[src/rtl/qam_pkg.sv]
// qam_pkg
// Shared definitions for the QAM modulator and demodulator blocks so that the
// constellation mapping and bit order live in exactly one place.
//   - qam_mode_e       : mode encodings carried on the 3-bit qam field
//   - bits_per_symbol  : number of payload bits one symbol carries
//   - decode_mode      : maps a raw qam field to a mode (illegal -> BPSK)
//   - is_legal_mode    : true for the three supported encodings
//   - level/threshold constants and the Gray bit positions inside a slice
package qam_pkg;

  typedef enum logic [1:0] {
    QAM_BPSK = 2'd0,
    QAM_QPSK = 2'd1,
    QAM_16   = 2'd2
  } qam_mode_e;

  // 16-QAM amplitude levels and the decision threshold halfway between them.
  localparam int QAM16_LEVEL_INNER = 8192;
  localparam int QAM16_LEVEL_OUTER = 24576;
  localparam int QAM16_THRESH      = 16384;

  // Gray bit positions inside a 4-bit 16-QAM slice: {Q_mag, Q_sign, I_mag, I_sign}.
  // Per axis this yields -3A=11, -1A=10, +1A=00, +3A=01 written as {sign, mag}.
  localparam int GRAY_I_SIGN = 0;
  localparam int GRAY_I_MAG  = 1;
  localparam int GRAY_Q_SIGN = 2;
  localparam int GRAY_Q_MAG  = 3;

  localparam int WORD_W = 32;

  function automatic logic [5:0] bits_per_symbol(input qam_mode_e mode);
    case (mode)
      QAM_QPSK: return 6'd2;
      QAM_16:   return 6'd4;
      default:  return 6'd1;
    endcase
  endfunction

  function automatic logic is_legal_mode(input logic [2:0] qam);
    return (qam == 3'd0) || (qam == 3'd1) || (qam == 3'd2);
  endfunction

  // Illegal encodings fall back to BPSK so the word still has a defined shape.
  function automatic qam_mode_e decode_mode(input logic [2:0] qam);
    case (qam)
      3'd1:    return QAM_QPSK;
      3'd2:    return QAM_16;
      default: return QAM_BPSK;
    endcase
  endfunction

endpackage

[src/rtl/qam_demod_packer_if.sv]
// qam_demod_packer_if
// Bundles the symbol-side and word-side handshakes of the demodulator packer.
//   signal_in  [31:0] received symbol {I[31:16], Q[15:0]}, signed
//   qam        [2:0]  mode request (0=BPSK, 1=QPSK, 2=16-QAM)
//   valid_in          symbol valid
//   ready_out         packer can accept a symbol
//   signal_out [31:0] packed word
//   valid_out         word valid
//   ready_in          downstream accepts word
//   error             sticky error flag
// master: the side that supplies symbols and consumes words.
// slave : the packer itself.
interface qam_demod_packer_if;

  logic [31:0] signal_in;
  logic [2:0]  qam;
  logic        valid_in;
  logic        ready_out;
  logic [31:0] signal_out;
  logic        valid_out;
  logic        ready_in;
  logic        error;

  modport master (
    output signal_in, qam, valid_in, ready_in,
    input  ready_out, signal_out, valid_out, error
  );

  modport slave (
    input  signal_in, qam, valid_in, ready_in,
    output ready_out, signal_out, valid_out, error
  );

endinterface

[src/rtl/qam_slicer.sv]
// qam_slicer
// Combinational hard-decision slicer for one received I/Q symbol.
//   i_sample   [SAMPLE_W-1:0] in  signed in-phase sample
//   q_sample   [SAMPLE_W-1:0] in  signed quadrature sample
//   mode       qam_mode_e     in  constellation to slice against
//   slice_bits [3:0]          out recovered bits, LSB = first bit on the wire
// Unused upper bits are zero for BPSK and QPSK.
module qam_slicer
  import qam_pkg::*;
#(
  parameter int SAMPLE_W     = 16,
  parameter int SLICE_THRESH = QAM16_THRESH
) (
  input  logic signed [SAMPLE_W-1:0] i_sample,
  input  logic signed [SAMPLE_W-1:0] q_sample,
  input  qam_mode_e                  mode,
  output logic        [3:0]          slice_bits
);

  // Thresholds held at sample width so the comparisons stay signed and
  // equal-width; the magnitude test uses two compares instead of abs() so
  // the most negative sample cannot overflow.
  localparam logic signed [SAMPLE_W-1:0] THRESH_POS = SAMPLE_W'(SLICE_THRESH);
  localparam logic signed [SAMPLE_W-1:0] THRESH_NEG = SAMPLE_W'(-SLICE_THRESH);

  logic i_sign;
  logic q_sign;
  logic i_mag;
  logic q_mag;

  always_comb begin
    i_sign = i_sample[SAMPLE_W-1];
    q_sign = q_sample[SAMPLE_W-1];
    i_mag  = (i_sample >= THRESH_POS) || (i_sample <= THRESH_NEG);
    q_mag  = (q_sample >= THRESH_POS) || (q_sample <= THRESH_NEG);

    slice_bits = 4'b0000;
    case (mode)
      QAM_QPSK: begin
        slice_bits[0] = i_sign;
        slice_bits[1] = q_sign;
      end
      QAM_16: begin
        slice_bits[GRAY_I_SIGN] = i_sign;
        slice_bits[GRAY_I_MAG]  = i_mag;
        slice_bits[GRAY_Q_SIGN] = q_sign;
        slice_bits[GRAY_Q_MAG]  = q_mag;
      end
      default: begin
        slice_bits[0] = i_sign;
      end
    endcase
  end

endmodule

[src/rtl/qam_demod_packer.sv]
// qam_demod_packer
// Receive-side packer: slices one I/Q symbol per accepted handshake and packs
// the recovered bits LSB-first into 32-bit words, so a modulator word in comes
// back unchanged on an ideal channel.
//   clk    in  clock
//   rst_n  in  asynchronous active-low reset
//   bus    slave modport of qam_demod_packer_if (symbol in, word out, error)
// A finished word is registered on the edge of the accept that completes it
// and is held until the consumer takes it.
module qam_demod_packer
  import qam_pkg::*;
#(
  parameter int SAMPLE_W     = 16,
  parameter int SLICE_THRESH = QAM16_THRESH
) (
  input  logic               clk,
  input  logic               rst_n,
  qam_demod_packer_if.slave  bus
);

  logic [WORD_W-1:0] acc;
  logic [5:0]        count;
  qam_mode_e         mode_q;
  logic [WORD_W-1:0] word_q;
  logic              word_valid_q;
  logic              error_q;

  logic              accept;
  logic              word_start;
  qam_mode_e         eff_mode;
  logic [5:0]        n_bits;
  logic [5:0]        count_next;
  logic [WORD_W-1:0] acc_next;
  logic              word_done;
  logic              drain;
  logic              mode_conflict;
  logic              illegal_start;
  logic [3:0]        slice_bits;

  // Ready is purely a function of the output register so a draining word and
  // a new symbol can share the same edge.
  assign bus.ready_out  = !word_valid_q || bus.ready_in;
  assign bus.signal_out = word_q;
  assign bus.valid_out  = word_valid_q;
  assign bus.error      = error_q;

  qam_slicer #(
    .SAMPLE_W     (SAMPLE_W),
    .SLICE_THRESH (SLICE_THRESH)
  ) u_slicer (
    .i_sample   (bus.signal_in[31:16]),
    .q_sample   (bus.signal_in[15:0]),
    .mode       (eff_mode),
    .slice_bits (slice_bits)
  );

  // The first symbol of a word slices with the incoming mode request; later
  // symbols use the latched mode so a word never mixes constellations.
  always_comb begin
    accept        = bus.valid_in && bus.ready_out;
    word_start    = (count == 6'd0);
    eff_mode      = word_start ? decode_mode(bus.qam) : mode_q;
    n_bits        = bits_per_symbol(eff_mode);
    count_next    = count + n_bits;
    word_done     = accept && (count_next == 6'(WORD_W));
    drain         = word_valid_q && bus.ready_in;
    illegal_start = accept && word_start && !is_legal_mode(bus.qam);
    mode_conflict = accept && !word_start && (bus.qam != 3'(mode_q));

    acc_next = acc;
    case (eff_mode)
      QAM_QPSK: acc_next = {slice_bits[1:0], acc[WORD_W-1:2]};
      QAM_16:   acc_next = {slice_bits,      acc[WORD_W-1:4]};
      default:  acc_next = {slice_bits[0],   acc[WORD_W-1:1]};
    endcase
  end

  // Accumulator, bit counter and mode latch. Shifting in at the top means the
  // first symbol of a word ends up in the lowest bits once 32 bits are in.
  always_ff @(posedge clk or negedge rst_n) begin
    if (!rst_n) begin
      acc    <= '0;
      count  <= 6'd0;
      mode_q <= QAM_BPSK;
    end else if (accept) begin
      if (word_start) begin
        mode_q <= eff_mode;
      end
      if (word_done) begin
        acc   <= '0;
        count <= 6'd0;
      end else begin
        acc   <= acc_next;
        count <= count_next;
      end
    end
  end

  // Output word register: a completing word overrides the drain so
  // back-to-back words keep valid high with fresh data.
  always_ff @(posedge clk or negedge rst_n) begin
    if (!rst_n) begin
      word_q       <= '0;
      word_valid_q <= 1'b0;
    end else if (word_done) begin
      word_q       <= acc_next;
      word_valid_q <= 1'b1;
    end else if (drain) begin
      word_valid_q <= 1'b0;
    end
  end

  // Sticky error: illegal mode at word start or a mode change mid-word.
  always_ff @(posedge clk or negedge rst_n) begin
    if (!rst_n) begin
      error_q <= 1'b0;
    end else if (illegal_start || mode_conflict) begin
      error_q <= 1'b1;
    end
  end

endmodule

[src/flat_wrapper.sv]
// flat-port wrapper written by rule: the top's interface ports become plain ports
module qam_demod_packer_flat import qam_pkg::*;
#(
  parameter int SAMPLE_W     = 16,
  parameter int SLICE_THRESH = QAM16_THRESH
)
  (clk, rst_n, bus_signal_in, bus_qam, bus_valid_in, bus_ready_in, bus_ready_out, bus_signal_out, bus_valid_out, bus_error);
  qam_demod_packer_if bus_i ();
  input  logic clk;
  input  logic rst_n;
  input wire logic [$bits(bus_i.signal_in)-1:0] bus_signal_in;
  input wire logic [$bits(bus_i.qam)-1:0] bus_qam;
  input wire logic [$bits(bus_i.valid_in)-1:0] bus_valid_in;
  input wire logic [$bits(bus_i.ready_in)-1:0] bus_ready_in;
  output wire logic [$bits(bus_i.ready_out)-1:0] bus_ready_out;
  output wire logic [$bits(bus_i.signal_out)-1:0] bus_signal_out;
  output wire logic [$bits(bus_i.valid_out)-1:0] bus_valid_out;
  output wire logic [$bits(bus_i.error)-1:0] bus_error;
  assign bus_i.signal_in = bus_signal_in;
  assign bus_i.qam = bus_qam;
  assign bus_i.valid_in = bus_valid_in;
  assign bus_i.ready_in = bus_ready_in;
  assign bus_ready_out = bus_i.ready_out;
  assign bus_signal_out = bus_i.signal_out;
  assign bus_valid_out = bus_i.valid_out;
  assign bus_error = bus_i.error;
  qam_demod_packer #(.SAMPLE_W(SAMPLE_W), .SLICE_THRESH(SLICE_THRESH)) u_core (.clk(clk), .rst_n(rst_n), .bus(bus_i));
endmodule
[config.mk]
export PLATFORM = sky130hd
export DESIGN_NAME = qam_demod_packer_flat
export DESIGN_NICKNAME = d
export VERILOG_FILES = /design/src/rtl/qam_pkg.sv /design/src/rtl/qam_demod_packer_if.sv /design/src/rtl/qam_slicer.sv /design/src/rtl/qam_demod_packer.sv /design/src/flat_wrapper.sv
export SDC_FILE = /design/constraint.sdc
export NUM_CORES = 1
export LEC_CHECK = 0
export BUFFER_PORTS_ARGS = -buffer_cell sky130_fd_sc_hd__buf_2
export CAP_MARGIN = 40
export CORE_MARGIN = 8
export CORE_UTILIZATION = 40
export CTS_CLUSTER_DIAMETER = 50
export DETAILED_ROUTE_END_ITERATION = 8
export GPL_TIMING_DRIVEN = 0
export RECOVER_POWER = 25
export SLEW_MARGIN = 10
export SYNTH_ARGS = -nofsm -noshare
export SYNTH_HDL_FRONTEND = slang
export SYNTH_SLANG_ARGS = --single-unit
[constraint.sdc]
create_clock -name clk -period 9.8 [get_ports clk]
set_input_delay 1.47 -clock clk [delete_from_list [all_inputs] [get_ports clk]]
set_output_delay 1.47 -clock clk [all_outputs]
set_load 0.01 [all_outputs]
After elaboration in Yosys (flattened, before gate mapping)
Index checks and enable logic that the tools add are counted.
Widths: inputs -> output; s select.

storage, ports and cells
  output and inout port bits = 35
  word-level logic and storage cells = 46
  input port bits = 39
  register bits after elaboration = 74

operators by class
  reductions and logical operators = 20
  eq/ne operators = 6
  muxes and demuxes = 9
  add/sub/neg operators = 1
  order comparisons = 4

operators by type and width
  kind                  count
  $pmux 32 s2           1
  $ge 16x16->1 const B  2
  $le 16x15->1 const B  2
  $mux 32               1
  $logic_and 1x1->1     7
  $add 6x3->6           1
  $eq 6x6->1 const B    1
  $logic_not 6->1       1
  $logic_or 1x1->1      6
  $mux 6                1
  $pmux 3 s2            1
  $pmux 2 s2            1
  $eq 3x1->1 const B    1
  $eq 3x2->1 const B    1
  $logic_not 1->1       3
  $logic_not 3->1       1
  $mux 1                3
  $ne 3x2->1            1
  $eq 2x1->1 const B    1
  $eq 2x2->1 const B    1
  $mux 2                1
  $reduce_and 2->1      1
  $reduce_bool 2->1     1

Longest topological paths before layout
Gate-level depths: netlist of the first run.

  depth in word-level cells = 9
  mapped depth = 14
  gate-level depth less buffers = 12

Cells and area by module
Synthesis of the first run repeated with hierarchy kept, for this count alone.

unflattened totals
  cells, all modules = 405
  area, all modules = 3897.5 µm²

by module, submodules not included
  module            seq. area each (µm²)  cells an instance  area an instance (µm²)  times used
  qam_demod_packer  1826.8                383                3723.6                  1
  qam_slicer        0.0                   22                 173.9                   1

Worst setup path after synthesis of the first run
Ideal clock, no wire load.

  kind = input to register
  start = input port bus_qam[1]
  end = register u_core.word_q[10] (netlist: u_core.bus.signal_out[10])
  arrival time = 3852 ps
  stages = 12
  path buffers = 1
  library setup time = 127 ps
  path slack = 5821 ps
  required time = 9673 ps
  path through = nor3b_1 mux2i_1 inv_1 ha_1 ha_1 fa_1 and2_1 o211a_1 o221a_4 nand2_2 buf_2 o21ai_1

between the ends
  word-level cells in the longest chain between the ends = 8
  elaborated cells on any way between the ends = 11
  those cells by class = add/sub: 1; eq/ne: 5; mux: 4; reduce/logical: 1

RTL lines
  what                                      RTL line                               text
  from (decl)                               flat_wrapper.sv:12                     input wire logic [$bits(bus_i.qam)-1:0] bus_qam;
  $eq 3x2->1 or $eq 3x1->1 (tied branches)  qam_pkg.sv:45                          case (qam)
  $pmux 2 s2 (*)                            qam_pkg.sv:45
  $mux 2 (*)                                qam_demod_packer.sv:62                 eff_mode = word_start ? decode_mode(bus.qam) : mode_q;
  named net u_core.eff_mode[1]              qam_demod_packer.sv:30                 qam_mode_e eff_mode;
  $eq 2x2->1 or $eq 2x1->1 (tied branches)  qam_pkg.sv:32, qam_demod_packer.sv:71
  $pmux 3 s2                                qam_pkg.sv:32                          case (mode)
  $add 6x3->6                               qam_demod_packer.sv:64                 count_next = count + n_bits;
  $eq 6x6->1                                qam_demod_packer.sv:65                 word_done = accept && (count_next == 6'(WORD_W));
  $logic_and 1x1->1                         qam_demod_packer.sv:65
  to (signal assigned)                      qam_demod_packer.sv:106                word_q <= acc_next;
  to (decl)                                 qam_demod_packer.sv:24                 logic [WORD_W-1:0] word_q;

Mark *: on every way through the listed nets, which the timed path passes. The rest lies on a longest branch.
A chain may end at the register's enable or synchronous reset.

==> flow_summary.toml, run 1 <==
[sta]
period_share_pct = 45.8
finalClockSkew_ps = 8.04
finalHoldWorstSlack_ps = 484
rsz0062_at_grt = "no"
tightest_slew_ps = 2380
final-setup-viol-count = 0
fin_ws_ps = 5310
setup-tns-final_ps = 0
relSlewSlack_pct = -58.7
final_max_slew_viol_count = 76
hold_viol = 0
post-route-min-period_ps = 4490
fmax_mhz = 223

[global_route]
grt_use_total_pct = 17.3
antenna_found_initial = 0
grt_pass1_vias = 3658
grt-ovfl-total = 0
grt_pass1_wl_um = 18300
grt_start_max_net_pins = 43

[detailed_routing]
drtIter0Drc = 267
ant_nets = 0
post_drt_wl_per_cell_um = 16.9
first_pass_iters = 7
routed_wl_um = 10700
via_per_inst = 5.65
drc = 0
num_vias = 3590

[worst_setup_path]
cp-startpoint = "rst_n"
critPathKind = "input port to asynchronous set/reset pin"
worst-path-buf-inv = 2
crit_top_cell = "clkbuf_1"
critical_path_required_ps = 9760
worstSetupStartpointType = "input port"
cp_top_family = "buffers and inverters"
slowest_delay_ps = 1770
worst-path-max-fanout = 42
arrival_ps = 4450
path_cells = "clkbuf_1 > clkbuf_1"
worst_setup_path_end_kind = "asynchronous set/reset pin"
r2r_start = "u_core.count[3]"
cpMaxStageDelayCell = "clkbuf_1"

[floorplanning]
die_area_um2 = 13000
ioPinCount = 74
die_h_um = 114
die_w_um = 114
fp-row-count = 35
core_area_um2 = 9280
start_util_pct = 41.4

[min_path]
hp-start = "u_core.bus.error"
hp-class = "flip-flop to flip-flop"

[logic_synthesis]
synth-seq-cells = 73
synth_nets = 462
synth_top_area_share_pct = 47.5
yosysMostFrequentCell = "dfrtp_1"
postSynthAreaPerCell_um2 = 9.24
yosys.cell_types.count = 46
ys.flop_type = "dfrtp_1"
synth_area_um2 = 3840
synth_cells = 416
ys_seq_area_share_pct = 47.5
yosysWarnings = 0
synth_common_cells = "73 x dfrtp_1, 46 x nand2_1, 38 x nor2_1"
synth_top_area_cell = "dfrtp_1"
synth-edff-count = 0
synth_area_leaders = "dfrtp_1 48%, a22oi_1 5.7%, nand2_1 4.5%"
async_flop_share_pct = 100

[clock_network]
clk_latency_ps = 350
hold_buffers = 0
htreeDepth = 3
path_clk_slew_ps = 80
cts-root-buf = "clkbuf_8"
tritoncts = "yes"
clk_path_buf_depth = 2
cts_resized = 0
cts_buffers = 9
cts_sinks = 73
post-cts-setup-buffer-count = 0

[power]
power_density_nw_per_um2 = 247
leakage_nw = 2.03
peakVddDrop_v = 0.000123

[placement]
pre_cts_ws_ps = 5180
dp_hpwl_um = 7930
io_buffers = 73
routabilityCongestion = 0.842

[layout]
area_growth_pct = 19.1
nNetsFinal = 547
diodes = 0
fillerInstances = 959
drive_above_1_share_pct = 23.3
postLayoutCoreUtil_pct = 49.3

[run_status]
outcome = "complete, but fails checks"
violations = "max-capacitance violations, max-slew violations"

[job]
maxCapViolCount = 2
power breakdown:
| part | internal [mW] | switching, mW | leakage (nW) |
|---|---|---|---|
| clock network | 0.131 | 0.117 | 0.109 |
| registers | 0.366 | 0.0594 | 0.994 |
| logic | 0.156 | 0.304 | 0.925 |
metrics by stage:
step / cell area, um2 / power [mW] / instances
after floorplan: 3840 / 0.744 / 416
after global placement: 4370 / 0.879 / 618
after detailed placement: 4400 / 0.889 / 619
after CTS: 4610 / 1.14 / 635
after global routing: 4580 / 1.21 / 635
final: 4580 / 1.13 / 635
metal layers:
metal | wire [um] | GRT usage [%]
met1 | 4820 | 21.7
met2 | 5070 | 28.5
met5 | 0 | 0
met3 | 694 | 5.44
met4 | 132 | 3.99
cells in the final DEF, fill, tap and decap left out, types with 6 or more instances in the layout:
cell | Yosys | final
nand2_1 | 46 | 46
nor4_1 | 7 | 7
ha_1 | 6 | 6
nor2_1 | 38 | 38
a22oi_1 | 29 | 29
o21ai_1 | 31 | 31
buf_2 | 6 | 78
a21oi_1 | 34 | 34
xnor2_1 | 6 | 6
o31ai_2 | 8 | 8
clkbuf_8 | 0 | 11
o31ai_1 | 21 | 21
o21ai_0 | 34 | 34
clkbuf_1 | 23 | 25
dfrtp_1 | 73 | 73
cells by family after synthesis:
| group | after synthesis | synth area share, % |
|---|---|---|
| compound gates | 172 | 29.0 |
| xor+xnor | 6 | 1.37 |
| fa+ha+maj | 7 | 2.47 |
| buf+inv | 41 | 5.04 |
| flops | 73 | 47.5 |
| mux | 6 | 1.69 |
| simple gates | 111 | 12.9 |
final timing paths:
kind / end / cells after the start / slack [ps]
setup reg to reg: u_core.bus.signal_out[12] / 14 / 5900
hold reg to reg: u_core.bus.error / 1 / 480
setup / recovery: u_core.acc[23] / 2 / 5310
min in group asynchronous: u_core.bus.signal_out[10] / 1 / 1550
max in group clk: u_core.bus.signal_out[12] / 13 / 5560
hold / removal: u_core.bus.error / 1 / 480
flip-flops by register name (all words and copies together) (netlist names):
register               flops
u_core.mode_q              2
u_core.acc                31
u_core.bus.signal_out     32
u_core.bus.valid_out       1
u_core.bus.error           1
u_core.count               6
area by class of cell:
type	count	area (um2)	area share (%)
clock buffers	11	151	3.31
well taps	129	161	3.52
multi-input cells	302	1820	39.8
repair buffers	74	368	8.03
flip-flops and latches	73	1830	39.9
inverters	4	15.0	0.328
clock inverters	5	53.8	1.17
plain buffers	37	179	3.91
Note: power is estimated with default switching activity, not from simulation.
==> inputs of run 2 (changes only) <==
- clock period: 9.8 -> 3.9 ns (I/O delays scaled with it)
==> run 2 against run 1 <==
Net effect: the run still ends with max-capacitance violations, max-slew violations left; count of clock-buffer cells in the layout is the same; register-to-register slack lost 5700 ps; core utilization grew 0.46 points; flip-flop and latch count is the same; combinational power grew to 2.6 times the previous value; cell count grew 0.31%; critical path type is now flip-flop to flip-flop.
==> flow_summary.toml, run 2 (synthesis results as in run 1) <==
[power]
p_comb_share_pct = 41.2
peakVddDrop_v = 0.000314
p_sw_share_pct = 42.5
switchingPower_mw = 1.23
pwr-share-seq_pct = 37.1
power_density_nw_per_um2 = 623
power.total_mw = 2.88
leakage_nw = 2.05
p_int_mw = 1.66
p_clk_share_pct = 21.7

[clock_network]
tritoncts = "yes"
cts_sinks = 73
clk_path_buf_depth = 2
path_clk_slew_ps = 80
htreeDepth = 3
clk_latency_ps = 350
hold_buffers = 0
cts-root-buf = "clkbuf_8"
cts_buffers = 9

[global_route]
grt_pass1_wl_um = 18300
grt_use_total_pct = 17.3
use_met2_pct = 28.5
antenna_found_initial = 0
grt_use_met3_pct = 5.44
grt_start_max_net_pins = 43
grt-ovfl-total = 0
grt_pass1_vias = 3658
grt_busiest_layer = "met2"
grt_util_met1_pct = 21.7

[detailed_routing]
ant_nets = 0
routed_wl_um = 10800
first_pass_iters = 5
num_vias = 3555
drtIter0Drc = 235
via_per_inst = 5.58
post_drt_wl_per_cell_um = 16.9
drc = 0

[sta]
setup-tns-final_ps = 0
post-route-min-period_ps = 3670
period_share_pct = 94.1
rsz0062_at_grt = "no"
fmax_mhz = 272
hold_viol = 0
finalClockSkew_ps = 7.20
final-setup-viol-count = 0
tightest_slew_ps = 1670
final_max_slew_viol_count = 33
fin_ws_ps = 230
relSlewSlack_pct = -11.5

[run_status]
outcome = "complete, but fails checks"
violations = "max-capacitance violations, max-slew violations"

[worst_setup_path]
worst_setup_path_end_kind = "flip-flop"
cp-startpoint = "u_core.count[3]"
arrival_ps = 3910
critPathKind = "flip-flop to flip-flop"
worstSetupStartpointType = "flip-flop"
rr_worst_depth = 13
worst-path-max-fanout = 7
r2r-end = "u_core.bus.signal_out[29]"
r2r_start = "u_core.count[3]"
r2r_slack_ps = 230
critical_path_required_ps = 4140

[placement]
dp_hpwl_um = 7930
io_buffers = 73
routabilityCongestion = 0.842
pre_cts_ws_ps = 17.3

[floorplanning]
die_area_um2 = 13000
start_util_pct = 41.4
fp-row-count = 35
die_h_um = 114
core_area_um2 = 9280
die_w_um = 114
ioPinCount = 74

[min_path]
hp-start = "u_core.bus.error"
min_to = "u_core.bus.error"
hp-class = "flip-flop to flip-flop"
hold_depth = 1

[job]
maxCapViolCount = 1

[layout]
postLayoutCoreUtil_pct = 49.8
layout_common_cells = "77 x buf_2, 73 x dfrtp_1, 46 x nand2_1"
diodes = 0
drive_above_1_share_pct = 24.4
largest_reg_flops = 32
nNetsFinal = 549
area_growth_pct = 20.2
final_common_cell = "buf_2"
fillerInstances = 955
-- run 2: changes by cell type in the layout (fill, tap and decap cells not counted), sizes merged --
cell / previous run / this run
buf: 84 / 87
clkbuf: 38 / 37
-- run 2: worst max path at each step --
stage                                     end  cells past startpoint
floorplan           u_core.bus.signal_out[10]                     14
global placement    u_core.bus.signal_out[13]                     14
detailed placement  u_core.bus.signal_out[20]                     14
CTS                 u_core.bus.signal_out[22]                     14
global route        u_core.bus.signal_out[29]                     13
finish              u_core.bus.signal_out[29]                     13
-- run 2: routing by layer --
| metal | vias up | routed length, um |
|---|---|---|
| li1 | 1691 | - |
| met1 | 1750 | 4900 |
| met2 | 106 | 5090 |
| met3 | 8 | 696 |
| met4 | 0 | 89 |
| met5 | - | 0 |
-- run 2: area by class of cell --
type	count	area, um2	share of cell area (%)
repair buffers	76	384	8.31
plain buffers	37	188	4.06
clock inverters	5	53.8	1.16
flip-flops and latches	73	1830	39.5
multi-input cells	302	1840	39.8
inverters	4	15.0	0.325
clock buffers	11	151	3.28
well taps	129	161	3.49
-- run 2: power by group through the flow --
stage	clock, mW	sequential (mW)	combinational (mW)
2_1_floorplan	0	1.06	0.811
3_3_place_gp	0	1.07	1.14
3_5_place_dp	0	1.08	1.16
4_1_cts	0.633	1.06	1.16
5_1_grt	0.668	1.09	1.32
6_report	0.624	1.07	1.19
-- run 2: critical path, cell delays in order, from the launching register on --
cell      delay [ps]
dfrtp_1          360
buf_2            160
nor4_1           310
nand2_1          220
mux2i_2          260
inv_1             70
ha_1             360
ha_1             240
fa_2             390
nor4_1           220
a21o_1           190
o221ai_4         180
nor2_1           250
mux2_2           360
-- run 2: repair_timing --
action | in CTS | in global routing
setup endpoints to repair | 6 | 34
pin swaps | 0 | 1
gates resized for setup | 1 | 10
buffers inserted | 0 | 2
-- run 2: stage by stage --
stage	std cells	hold WS, ps	cell area (um2)
floorplan	416	289	3840
global placement	618	463	4370
detailed placement	619	469	4400
CTS	635	178	4610
global route	637	504	4620
finish	637	485	4620
==> inputs of run 3 (changes only) <==
- CORE_ASPECT_RATIO: default -> 0.9
==> run 3 against run 2 <==
Net effect: the flow finishes with violations (max-capacitance violations); sequential share of layout area shrank 0.34 points; flip-flop and latch count is the same; clock power grew 4.0%; hold slack lost 190 ps; worst setup slack lost 47 ps; non-clock buffer count grew 3; critical path depth grew 2; cell count shrank 0.16%; global-route usage shrank 0.083 points; combinational power grew 5%; via count grew 0.70%; critical endpoint is now u_core.bus.signal_out[12]; largest cell class unchanged; highest routed layer unchanged.
==> flow_summary.toml, run 3 (synthesis results as in run 1) <==
[sta]
tightest_slew_ps = 1500
finalHoldWorstSlack_ps = 292
final_max_slew_viol_count = 0
finalClockSkew_ps = 12.0
period_share_pct = 95.3
hold_viol = 0
setup-tns-final_ps = 0
rsz0062_at_grt = "no"
final-setup-viol-count = 0
post-route-min-period_ps = 3720
fmax_mhz = 269
fin_ws_ps = 183
relSlewSlack_pct = 0.215

[detailed_routing]
post_drt_wl_per_cell_um = 17.2
ant_nets = 0
routed_wl_um = 10900
drtIter0Drc = 362
drc = 0
first_pass_iters = 5
num_vias = 3580
via_per_inst = 5.63

[clock_network]
cts_sinks = 73
cts_buffers = 9
htreeDepth = 3
clk_path_buf_depth = 2
tritoncts = "yes"
clk_latency_ps = 350
path_clk_slew_ps = 80
cts-root-buf = "clkbuf_8"
hold_buffers = 0

[worst_setup_path]
cp-startpoint = "u_core.count[3]"
crit_cells = 15
rr_worst_depth = 15
r2r-end = "u_core.bus.signal_out[12]"
slowest_delay_ps = 400
arrival_ps = 3940
worst_setup_path_end_kind = "flip-flop"
critical_path_required_ps = 4120
cpMaxStageDelayCell = "fa_2"
cp_top_family = "adder cells"
r2r_slack_ps = 180
worstSetupStartpointType = "flip-flop"
worst-path-buf-inv = 4
path_cells = "buf_2 > nor4_1 > nand2_1 > buf_4 > mux2i_2 > inv_1 > ha_2 > ha_1 > fa_2 > and2_1 > o211a_1 > o221a_4 > nand2_2 > clkbuf_4 > o21ai_1"
worst-path-max-fanout = 10
critPathKind = "flip-flop to flip-flop"
r2r_start = "u_core.count[3]"
critPathCapture = "u_core.bus.signal_out[12]"

[run_status]
outcome = "complete, but fails checks"
violations = "max-capacitance violations"

[floorplanning]
start_util_pct = 40.3
die_w_um = 119
ioPinCount = 74
die_h_um = 109
fp-row-count = 34
die_area_um2 = 13000
core_area_um2 = 9530

[layout]
final_common_cell = "buf_2"
finalInstanceArea_um2 = 4660
stdcell_count = 636
ff_latch_area_um2 = 1830
layout_common_cells = "76 x buf_2, 73 x dfrtp_1, 46 x nand2_1"
drive_above_1_share_pct = 24.9
postLayoutCoreUtil_pct = 48.9
largest_reg_flops = 32
area_growth_pct = 21.2
nNetsFinal = 552
fillerInstances = 924
multi_input_area_um2 = 1850
diodes = 0

[min_path]
hp-class = "input port to asynchronous set/reset pin"

[power]
power_density_nw_per_um2 = 636
leakage_nw = 2.06
peakVddDrop_v = 0.000311
power.total_mw = 2.97

[placement]
routabilityCongestion = 0.872
pre_cts_ws_ps = -130
dp_hpwl_um = 7970
dp_cells = 617
io_buffers = 73
placed_cell_area_um2 = 4400

[job]
maxCapViolCount = 1

[global_route]
grt-ovfl-total = 0
grt_start_max_net_pins = 60
antenna_found_initial = 0
grt_pass1_vias = 3617
grt_use_total_pct = 17.3
grt_pass1_wl_um = 18200
-- run 3: cell count changes in the layout (fill, tap and decap cells not counted), sizes merged --
| cell | before | now |
|---|---|---|
| clkbuf | 37 | 36 |
| buf | 87 | 90 |
| clkinvlp | 0 | 1 |
| clkinv | 4 | 2 |
| bufinv | 1 | 2 |
-- run 3: area by class of cell --
cell class	instances	share of cell area, %
multi-input cells	302	39.8
flip-flops and latches	73	39.2
repair buffers	79	8.64
plain buffers	37	4.21
well taps	126	3.38
clock buffers	10	2.74
clock inverters	5	1.74
inverters	4	0.322
-- run 3: repair_timing --
| action | CTS | global route |
|---|---|---|
| gates cloned | 0 | 0 |
| setup buffers | 0 | 4 |
| pin swaps | 0 | 2 |
| resized for setup | 3 | 16 |
| endpoints found under the setup margin | 18 | 43 |
-- run 3: worst min-delay path by stage --
stage	endpoint	cells after the start	slack, ps	start
3_5_place_dp	u_core.bus.signal_out[28]	1	460	rst_n
4_1_cts	u_core.bus.signal_out[28]	1	80	rst_n
3_3_place_gp	u_core.bus.error	1	460	u_core.bus.error
2_1_floorplan	u_core.acc[10]	0	290	rst_n
6_report	u_core.bus.signal_out[28]	1	290	rst_n
5_1_grt	u_core.bus.signal_out[28]	1	370	rst_n
-- run 3: metal layers --
| layer | vias up | track usage (%) | wire, um |
|---|---|---|---|
| met3 | 19 | 3.88 | 635 |
| met5 | - | 0 | 0 |
| met1 | 1735 | 23.2 | 5220 |
| met4 | 0 | 5.61 | 150 |
| met2 | 124 | 27.2 | 4940 |
| li1 | 1702 | - | - |
-- run 3: power by group --
group	total, mW	internal [mW]	switching, mW	leakage, nW
clock	0.649	0.357	0.292	0.102
combinational	1.25	0.436	0.814	0.959
sequential	1.07	0.919	0.148	0.994
total	2.97	1.71	1.25	2.06
